===== config.mk =====
export PLATFORM = sky130hd
export DESIGN_NAME = rvm_mem_arbiter
export DESIGN_NICKNAME = d
export VERILOG_FILES = /design/src/rtl/rvm_mem_arbiter.sv
export SDC_FILE = /design/constraint.sdc
export NUM_CORES = 1
export LEC_CHECK = 0
export CORE_AREA = 3 3 120 122
export DETAILED_ROUTE_END_ITERATION = 8
export DIE_AREA = 0 0 123 125
export SETUP_SLACK_MARGIN = 0.3
export SYNTH_ARGS = -nofsm -noshare
export SYNTH_HDL_FRONTEND = slang
export SYNTH_SLANG_ARGS = --single-unit

===== constraint.sdc =====
create_clock -name ACLK -period 5.5 [get_ports ACLK]
set_clock_uncertainty 0.15 [all_clocks]
set_input_delay 1.1 -clock ACLK [delete_from_list [all_inputs] [get_ports ACLK]]
set_output_delay 1.1 -clock ACLK [all_outputs]
set_load 0.01 [all_outputs]

===== src/rtl/rvm_mem_arbiter.sv =====
// Two-port round-robin arbiter sharing one SRAM-style memory port, with a burst limit.
// Latency: grant is registered (1-cycle arbitration); the request path through the mux is combinational.
// Backpressure: m_stall holds the current grant and its count; a waiting port sees stall=1.
module rvm_mem_arbiter #(
  parameter int MAX_BURST = 4
) (
  input  logic        ACLK,
  input  logic        ARESETn,
  input  logic        s0_c_en,
  input  logic        s0_w_en,
  input  logic [3:0]  s0_b_en,
  input  logic [31:0] s0_addr,
  input  logic [31:0] s0_wdata,
  output logic [31:0] s0_rdata,
  output logic        s0_stall,
  output logic        s0_error,
  input  logic        s1_c_en,
  input  logic        s1_w_en,
  input  logic [3:0]  s1_b_en,
  input  logic [31:0] s1_addr,
  input  logic [31:0] s1_wdata,
  output logic [31:0] s1_rdata,
  output logic        s1_stall,
  output logic        s1_error,
  output logic        m_c_en,
  output logic        m_w_en,
  output logic [3:0]  m_b_en,
  output logic [31:0] m_addr,
  output logic [31:0] m_wdata,
  input  logic [31:0] m_rdata,
  input  logic        m_stall,
  input  logic        m_error,
  output logic [1:0]  gnt
);

  localparam int CW = $clog2(MAX_BURST) + 1;
  localparam logic [CW-1:0] C_LAST = CW'(MAX_BURST - 1);

  typedef enum logic [1:0] {
    ST_IDLE = 2'd0,
    ST_GNT0 = 2'd1,
    ST_GNT1 = 2'd2
  } state_t;

  state_t        r_state;
  state_t        w_state_nxt;
  state_t        w_oth_state;
  logic [CW-1:0] r_cnt;
  logic [CW-1:0] w_cnt_nxt;
  logic [CW-1:0] w_cnt_inc;
  logic          r_last;
  logic          w_last_nxt;
  logic          w_g0;
  logic          w_g1;
  logic          w_own_req;
  logic          w_oth_req;
  logic          w_own_idx;

  assign w_g0        = (r_state == ST_GNT0);
  assign w_g1        = (r_state == ST_GNT1);
  assign w_own_idx   = w_g1;
  assign w_own_req   = w_g1 ? s1_c_en : s0_c_en;
  assign w_oth_req   = w_g1 ? s0_c_en : s1_c_en;
  assign w_oth_state = w_g1 ? ST_GNT0 : ST_GNT1;
  // Burst count saturates so a lone requester never wraps back to a low count.
  assign w_cnt_inc   = (r_cnt == C_LAST) ? r_cnt : r_cnt + CW'(1);

  // Grant state, burst count and last-served port; reset favours port 0 (last=1).
  always_ff @(posedge ACLK or negedge ARESETn) begin
    if (!ARESETn) begin
      r_state <= ST_IDLE;
      r_cnt   <= '0;
      r_last  <= 1'b1;
    end else begin
      r_state <= w_state_nxt;
      r_cnt   <= w_cnt_nxt;
      r_last  <= w_last_nxt;
    end
  end

  // Next-state: switch only at a completion boundary or when the grantee goes idle.
  always_comb begin
    w_state_nxt = r_state;
    w_cnt_nxt   = r_cnt;
    w_last_nxt  = r_last;
    case (r_state)
      ST_IDLE: begin
        w_cnt_nxt = '0;
        if (s0_c_en && s1_c_en) begin
          w_state_nxt = r_last ? ST_GNT0 : ST_GNT1;
        end else if (s0_c_en) begin
          w_state_nxt = ST_GNT0;
        end else if (s1_c_en) begin
          w_state_nxt = ST_GNT1;
        end
      end
      ST_GNT0, ST_GNT1: begin
        if (!w_own_req) begin
          w_state_nxt = w_oth_req ? w_oth_state : ST_IDLE;
          w_cnt_nxt   = '0;
          w_last_nxt  = w_own_idx;
        end else if (!m_stall) begin
          if (w_oth_req && (r_cnt == C_LAST)) begin
            w_state_nxt = w_oth_state;
            w_cnt_nxt   = '0;
            w_last_nxt  = w_own_idx;
          end else begin
            w_cnt_nxt = w_cnt_inc;
          end
        end
      end
      default: begin
        w_state_nxt = ST_IDLE;
        w_cnt_nxt   = '0;
      end
    endcase
  end

  // Downstream mux and upstream responses; IDLE drives the memory port to all zeros.
  always_comb begin
    m_c_en  = 1'b0;
    m_w_en  = 1'b0;
    m_b_en  = 4'h0;
    m_addr  = 32'h0;
    m_wdata = 32'h0;
    if (w_g0) begin
      m_c_en  = s0_c_en;
      m_w_en  = s0_w_en;
      m_b_en  = s0_b_en;
      m_addr  = s0_addr;
      m_wdata = s0_wdata;
    end else if (w_g1) begin
      m_c_en  = s1_c_en;
      m_w_en  = s1_w_en;
      m_b_en  = s1_b_en;
      m_addr  = s1_addr;
      m_wdata = s1_wdata;
    end
  end

  assign gnt      = {w_g1, w_g0};
  assign s0_stall = s0_c_en & ~(w_g0 & ~m_stall);
  assign s1_stall = s1_c_en & ~(w_g1 & ~m_stall);
  assign s0_error = w_g0 & m_error;
  assign s1_error = w_g1 & m_error;
  assign s0_rdata = m_rdata;
  assign s1_rdata = m_rdata;

endmodule


# Word-level counts from Yosys, hierarchy flattened
# Cells that the tools add are included.
# totals
in_bits,176
out_inout_bits,140
reg_bits,6
wordCells,59
# classes
n_bitwise,9
n_mux,30
add_sub_neg,1
n_eq_ne,9
reduce_logical,7
# op_table
cell,n
two-way mux 32 bit,4
two-way mux 2 bit,9
two-way mux 3 bit,5
two-way mux 1 bit,9
two-way mux 4 bit,2
"inequality test 4 bit, second input constant",2
AND 1 bit,6
"inequality test 3 bit, second input constant",2
AND reduction 3 bit,2
case mux 2 bit (2 select lines),1
"adder 3 x 1 -> 3 bit, second input constant",1
"equality test 3 x 2 -> 1 bit, second input constant",1
NOT 1 bit,3
"equality test 2 x 1 -> 1 bit, second input constant",1
"equality test 2 bit, second input constant",1
logical AND 1 bit,2
zero test 2 bit,1
"inequality test 2 x 1 -> 1 bit, second input constant",1
"inequality test 2 bit, second input constant",1
AND reduction 2 bit,1
OR reduction 2 bit,1

# Depth between registers and ports, before layout
# Gate-level depths: netlist of the first run.
# logic_depth
word_depth,7
depth_mapped,8

# Worst setup path after synthesis of the first run
# No wires, ideal clock.
# synth_path
path_kind,reg2out
start,reg r_state[1]
end,out m_addr[14]
path_stages_with_launch,7
arrival_ns,1.543
setup_slack_ns,2.707
path_cell_list,dfrtp_1 > inv_1 > ha_1 > buf_2 > clkbuf_1 > clkbuf_1 > a22o_1
# synth_lines
element,line,rtl
from (decl),45,state_t r_state;
from (signal assigned),75,r_state <= w_state_nxt;
equality test 2 x 1 -> 1 bit,59,assign w_g0 = (r_state == ST_GNT0);
via w_g0,53,logic w_g0;
two-way mux 32 bit,126,if (w_g0) begin
to (decl),28,"output logic [31:0] m_addr,"
# The timed path passes the listed nets, and every way through them passes these cells.

# Worst setup path in the final report of the first run
# layout_path
start,reg r_state[0]
end,out m_addr[5]
# layout_via
elab_chain_len,3
# layout_rtl
element,line,rtl
equality test 2 bit,60,assign w_g1 = (r_state == ST_GNT1);
two-way mux 32 bit,132,end else if (w_g1) begin
two-way mux 32 bit *,126,
# Mark *: on every way between the ends. The rest lies on a longest branch, timed or not.

==> metrics.md, run 1 <==
| Metric | Value |
|---|---|
| CTS root buf | `clkbuf_16` |
| DRC | `0` |
| Final GP Congestion | `0.8243` |
| Worst slew pin tran | `0.7750 ns` |
| Top post-synthesis cells by count | `buf_4 (66), a22o_1 (65), nand2_1 (13)` |
| Vias in the first global route | `about 2300` |
| Worst Path Arrival | `3.01 ns` |
| MaxCap Viol Count | `0` |
| Setup bufs post-CTS | `0` |
| # hold bufs at CTS | `0` |
| Final Instance Area | `3750 sq um` |
| Clk_lat worst skew | `0.23 ns` |
| Largest net degree at the start of global routing | `79` |
| Worst reg2reg path endpoint | `r_last$_DFFE_PN1P_` |
| Chip height | `125 microns` |
| H-tree depth | `1` |
| Core area | `between 10000 and 15000 sq um` |
| Fmax | `234.9 MHz` |
| P&R area growth vs syn | `107.8%` |
| R2R Path Start | `r_state[0]$_DFFE_PN0P_` |
| Fillers | `around 1400` |
| Vias/cell | `4.049` |
| First-pass GRT wire length | `between 10000 and 15000 microns` |
| Largest area contributor in the netlist | `a22o_1` |
| Flop-to-flop setup slack | `3.28 ns` |
| Share of layout cells above drive strength 1 | `5.135%` |
| Cell Area, Placed | `3669 sq um` |
| Final Util | `approximately 28%` |
| I/O Buffers | `219` |
| Fin cells | `547` |
| Mapped Nets | `around 400` |
| Hold Fails Final Rpt | `0` |
| Min Tclk post-route | `4.258 ns` |
| CTS tree | `done` |
| Primary FF master, synth | `dfrtp_1` |
| Tightest Hold Check Type | `reg2reg` |
| Via count | `around 2200` |
| Hold path start | `r_cnt[1]$_DFFE_PN0P_` |
| Crit-path max FO | `37` |
| Rows | `between 40 and 50` |
| Leak | `0.001427 uW` |
| Seq/Total Area, Yosys | `8.391%` |
| Hpwl dp | `8208 microns` |
| Final WL | `9430 microns` |
| Hold Path Depth | `2` |
| Number of primary I/O pins | `316` |
| Die outline width | `about 120 microns` |
| Initial drt markers | `83` |
| Ys async rst share | `100.0%` |
| Tcrit/Tclk final | `77.41%` |
| Yosys reg bits | `6` |
| Worst setup SP type | `register` |
| Outcome | `completed` |
| Final Max Tran Viols | `0` |
| Inst Count DP | `542` |
| Initial antenna violation count | `1` |
| Post-CTS resize count | `0` |
| CTS max path bufs | `2` |
| Hold Path Sink | `r_cnt[1]$_DFFE_PN0P_` |
| Drt first pass iters | `4` |
| PwrDens | `360.6 nW/um^2` |
| GRT overflow | `0` |
| Syn Inst Count | `about 230` |
| WL/cell | `17.24 microns` |
| Setup_tns | `0 ns` |
| Crit. End Element | `primary output` |
| Ranking of synthesized cells by area | `a22o_1 (32%), buf_4 (27%), dfrtp_1 (6.9%)` |
| Worst vdd ir | `0.2912 mV` |
| Nets@finish | `553` |
| Synth unique cells | `36` |
| Starting Density | `13.57%` |
| Synth top area share | `approximately a third` |
| Unrepaired setup endpoints after global routing | `false` |
| Worst Path Required | `about 4.3 ns` |
| Crit path kind | `reg2out` |
| # setup viols final | `0` |
| Post-route ant nets | `0` |
| Clock sinks | `6` |
| Syn Area/Cell | `around 7.9 sq um` |
| Total CTS buffers | `3` |
| Die ar. | `15380 sq um` |
| Post-synth EDFFs | `0` |
| Most numerous cell in the Yosys netlist | `buf_4` |
| GRT Overall Usage | `11.02%` |
| Clock transition at path regs | `0.03 ns` |
| R2R depth | `6` |
| Yosys warnings | `0` |
| Relative slew margins | `48.33%` |
| Post-Syn Area | `between 1500 and 2000 sq um` |
==> stage by stage <==
stage                     setup WS [ns]  hold WS, ns  power (uW)
after floorplan                   2.707       0.3457       689.3
after global placement            1.529       0.3641        1233
after detailed placement          1.454       0.3837        1241
after CTS                         1.204       0.3905        1369
after global routing              1.006       0.4400        1449
final                             1.242       0.3878        1352
==> placed cells by master (no fill, tap or decap), drive strengths merged, types with 3 or more instances in the layout <==
| master | instances |
|---|---|
| a22o | 65 |
| nor2 | 3 |
| buf | 3 |
| clkbuf | 4 |
| clkdlybuf4s50 | 219 |
| ha | 6 |
| o21ai | 9 |
| nand2b | 3 |
| a21oi | 5 |
| nand2 | 14 |
| inv | 7 |
| dfrtp | 5 |
==> critical path: stages (launching register included) <==
cell and delay, ns:
dfrtp_1 0.40, inv_1 0.12, ha_1 0.41, inv_1 0.17, nor2_4 0.41, buf_4 0.44
a22o_1 0.25, clkdlybuf4s50_1 0.56
==> where the power goes <==
part           leakage, uW  internal, uW  switching (uW)  total (uW)
Clock            0.0000382          96.2            25.4         122
Sequential       0.0000772          60.0            10.6        70.6
Combinational      0.00131           653             507        1160
==> final cells by class <==
cell class	instances	area (sq um)	area share [%]
repair buffers	222	2215	59.06
inverters	7	26.28	0.7007
clock buffers	4	78.83	2.102
well taps	176	220.2	5.873
flip-flops and latches	6	151.4	4.037
diodes	1	2.502	0.06673
multi-input cells	131	1056	28.16
==> sequential cells by signal (all words and copies together) (netlist names) <==
name	count
r_cnt	3
r_state	2
r_last	1
==> kinds of logic (layout without fill, tap and decap cells) <==
kind of cell / after synthesis / in the layout / share of synthesized area (%)
multiplexers: 4 / 4 / 2.566
AO/OA/AOI/OAI: 88 / 88 / 39.81
AND/OR/NAND/NOR: 33 / 33 / 11.44
adder cells (fa/ha/maj): 6 / 6 / 4.161
buffers and inverters: 91 / 233 / 33.63
flip-flops: 6 / 6 / 8.391
other: 0 / 1 / 0
==> metal layers <==
layer  up-vias  share of wire [%]  wire length [microns]  global-route usage [%]
met3         6                9.2                    870                   2.078
met4         0               0.91                     86                   1.954
met5         -                  0                      0                       0
li1       1059                  -                      -                       -
met2       135                 54                   5069                   21.81
met1      1015                 36                   3403                   11.98
==> worst max-delay path by stage <==
stage,from,to,slack (ns)
5_1_grt,r_state[0]$_DFFE_PN0P_,m_addr[5],1.01
3_5_place_dp,r_state[0]$_DFFE_PN0P_,m_addr[5],1.45
4_1_cts,r_state[0]$_DFFE_PN0P_,m_addr[5],1.20
3_3_place_gp,r_state[0]$_DFFE_PN0P_,m_addr[5],1.53
6_report,r_state[0]$_DFFE_PN0P_,m_addr[5],1.24
2_1_floorplan,r_state[1]$_DFFE_PN0P_,m_addr[14],2.71
No activity file was read; power rests on OpenSTA's default activity.
==> run 2: changes to the inputs <==
--- a/config.mk
+++ b/config.mk
@@ -5,9 +5,9 @@
 export SDC_FILE = /design/constraint.sdc
 export NUM_CORES = 1
 export LEC_CHECK = 0
-export CORE_AREA = 3 3 120 122
+export CORE_AREA = 3 3 121 123
 export DETAILED_ROUTE_END_ITERATION = 8
-export DIE_AREA = 0 0 123 125
+export DIE_AREA = 0 0 124 126
 export SETUP_SLACK_MARGIN = 0.3
 export SYNTH_ARGS = -nofsm -noshare
 export SYNTH_HDL_FRONTEND = slang
==> constraint.sdc (replaced) <==
create_clock -name ACLK -period 3.5 [get_ports ACLK]
set_clock_uncertainty 0.15 [all_clocks]
set_input_delay 0.7 -clock ACLK [delete_from_list [all_inputs] [get_ports ACLK]]
set_output_delay 0.7 -clock ACLK [all_outputs]
set_load 0.01 [all_outputs]
==> run 2 against run 1 <==
Effect of this change: global-route usage is 0.26 points higher; critical endpoint is now m_wdata[14]; routed wire length is 6.6% higher; register-to-register slack worse by 1.9 ns; clock power is 63% higher; final cell count is 0.91% higher; sequential power is 59% higher; via count is 1.8% higher; first-iteration DRC count is 19% higher; combinational power is 61% higher; setup slack worse by 0.81 ns; non-clock buffer count is 1 higher.
==> metrics.md, run 2 (synthesis gave the netlist of run 1 again) <==
| Metric | Value |
|---|---|
| Hpwl dp | `just over 8000 microns` |
| Tot Pwr | `between 2000 and 2500 uW` |
| Outcome | `completed` |
| # hold bufs at CTS | `0` |
| CP peak stage delay | `between 0.5 and 0.6 ns` |
| Tightest Hold Check Type | `reg2reg` |
| Relative slew margins | `approximately 64%` |
| Worst Path Required | `2.65 ns` |
| Crit path kind | `reg2out` |
| Setup bufs post-CTS | `0` |
| Most frequent cells in the layout | `clkdlybuf4s50_1 (219), a22o_1 (65), nand2_1 (13)` |
| P&R area growth vs syn | `109.4%` |
| Starting Density | `13.10%` |
| PwrDens | `577.3 nW/um^2` |
| Via count | `2255` |
| Clock sinks | `6` |
| MaxCap Viol Count | `0` |
| Number of primary I/O pins | `316` |
| Die ar. | `about 16000 sq um` |
| Final GP Congestion | `0.8634` |
| Nets@finish | `between 500 and 600` |
| Final WL | `10050 microns` |
| Worst Path Arrival | `2.22 ns` |
| Vias/cell | `around 4.1` |
| Worst slew pin tran | `0.5367 ns` |
| GRT Overall Usage | `11.28%` |
| Total CTS buffers | `3` |
| Clock transition at path regs | `0.04 ns` |
| CTS max path bufs | `2` |
| # setup viols final | `0` |
| Commonest non-fill, non-tap cell in the layout | `clkdlybuf4s50_1` |
| Setup_tns | `0 ns` |
| Die outline width | `~120 microns` |
| Final Max Tran Viols | `0` |
| Min Tclk post-route | `roughly 3.1 ns` |
| Crit. End Element | `primary output` |
| First-pass GRT wire length | `13620 microns` |
| Share of layout cells above drive strength 1 | `5.391%` |
| Grt peak-use layer | `met2` |
| Largest Register | `r_cnt` |
| Hold Fails Final Rpt | `0` |
| CTS root buf | `clkbuf_16` |
| Rows | `43` |
| GRT overflow | `0` |
| Chip height | `126 microns` |
| Largest regs | `r_cnt x3, r_state x2, r_last x1` |
| Initial antenna violation count | `1` |
| Leak | `0.001436 uW` |
| Clk_lat worst skew | `0.23 ns` |
| H-tree depth | `1` |
| Post-CTS resize count | `0` |
| Core area | `13770 sq um` |
| Slowest cell on the critical path | `clkdlybuf4s50_1` |
| Unrepaired setup endpoints after global routing | `false` |
| DRC | `0` |
| Number of flip-flops in the largest register | `3` |
| M2 GR Usage | `between 20% and 30%` |
| Drt first pass iters | `4` |
| Vias in the first global route | `approximately 2200` |
| Met3 usage | `roughly 1.7%` |
| Largest net degree at the start of global routing | `79` |
| Worst setup SP type | `register` |
| Initial drt markers | `99` |
| I/O Buffers | `around 220` |
| Fmax | `roughly 330 MHz` |
| Fillers | `1489` |
| CTS tree | `done` |
| Crit-path cells | `inv_1 -> ha_1 -> inv_1 -> nor2_4 -> buf_6 -> a22o_1 -> clkdlybuf4s50_1` |
| Crit-path most repeated cell | `inv_1` |
| Crit-path max FO | `between 40 and 50` |
| GR met1 Demand/Resource | `12.90%` |
| Tcrit/Tclk final | `~88%` |
| WL/cell | `approximately 18 microns` |
| Post-route ant nets | `0` |
| Worst vdd ir | `0.2661 mV` |
## run 2: changes by cell type in the layout (fill, tap and decap cells not counted), sizes merged
cell,previous run,this run
buf,3,4
## run 2: path summary, 6_finish.rpt
kind | startpoint | to | slack [ns] | depth (start not counted)
max | r_state[0]$_DFFE_PN0P_ | m_wdata[14] | 0.43 | 7
min | r_cnt[1]$_DFFE_PN0P_ | r_cnt[1]$_DFFE_PN0P_ | 0.39 | 2
max reg2reg | r_state[0]$_DFFE_PN0P_ | r_last$_DFFE_PN1P_ | 1.38 | 7
min reg2reg | r_cnt[1]$_DFFE_PN0P_ | r_cnt[1]$_DFFE_PN0P_ | 0.39 | 2
max in group asynchronous | ARESETn | r_last$_DFFE_PN1P_ | 2.33 | 1
min in group asynchronous | ARESETn | r_cnt[1]$_DFFE_PN0P_ | 0.58 | 1
## run 2: cell type report
type                    instances  area [sq um]  area share [%]
diodes                          1         2.502         0.06623
multi-input cells             131          1056           27.95
flip-flops and latches          6         151.4           4.007
well taps                     180         225.2           5.960
clock buffers                   4         78.83           2.086
repair buffers                223          2238           59.24
inverters                       7         26.28          0.6954
## run 2: metrics by stage
| stage | util (%) | hold slack (ns) | cell area, sq um | worst slack (ns) | std cells |
|---|---|---|---|---|---|
| 6_report | 27.43 | 0.3865 | 3779 | 0.4293 | 552 |
| 5_1_grt | 27.43 | 0.4022 | 3779 | 0.3223 | 552 |
| 4_1_cts | 27.39 | 0.3824 | 3772 | 0.3024 | 551 |
| 3_5_place_dp | 26.82 | 0.3715 | 3694 | 0.3036 | 547 |
| 3_3_place_gp | 26.82 | 0.3640 | 3694 | 0.3542 | 547 |
| 2_1_floorplan | - | 0.2544 | 1804 | 1.107 | 228 |
## run 2: critical path, delay by kind of cell, from the launching register on
| kind | cells | cell delay, ns |
|---|---|---|
| buf+inv | 4 | 1.06 |
| simple gates | 1 | 0.10 |
| fa+ha+maj | 1 | 0.17 |
| compound gates | 1 | 0.24 |
| flops | 1 | 0.41 |
## run 2: metal layers
layer  vias to the layer above  wire, microns
li1                       1063              -
met1                      1032           3710
met2                       153           5343
met3                         7            915
met4                         0             79
met5                         -              0
## run 2: report_power, final
group | total [uW] | internal, uW | switching (uW)
combinational | 1870 | 1040 | 827
clock | 199 | 152 | 46.6
sequential | 112 | 94.3 | 18.1
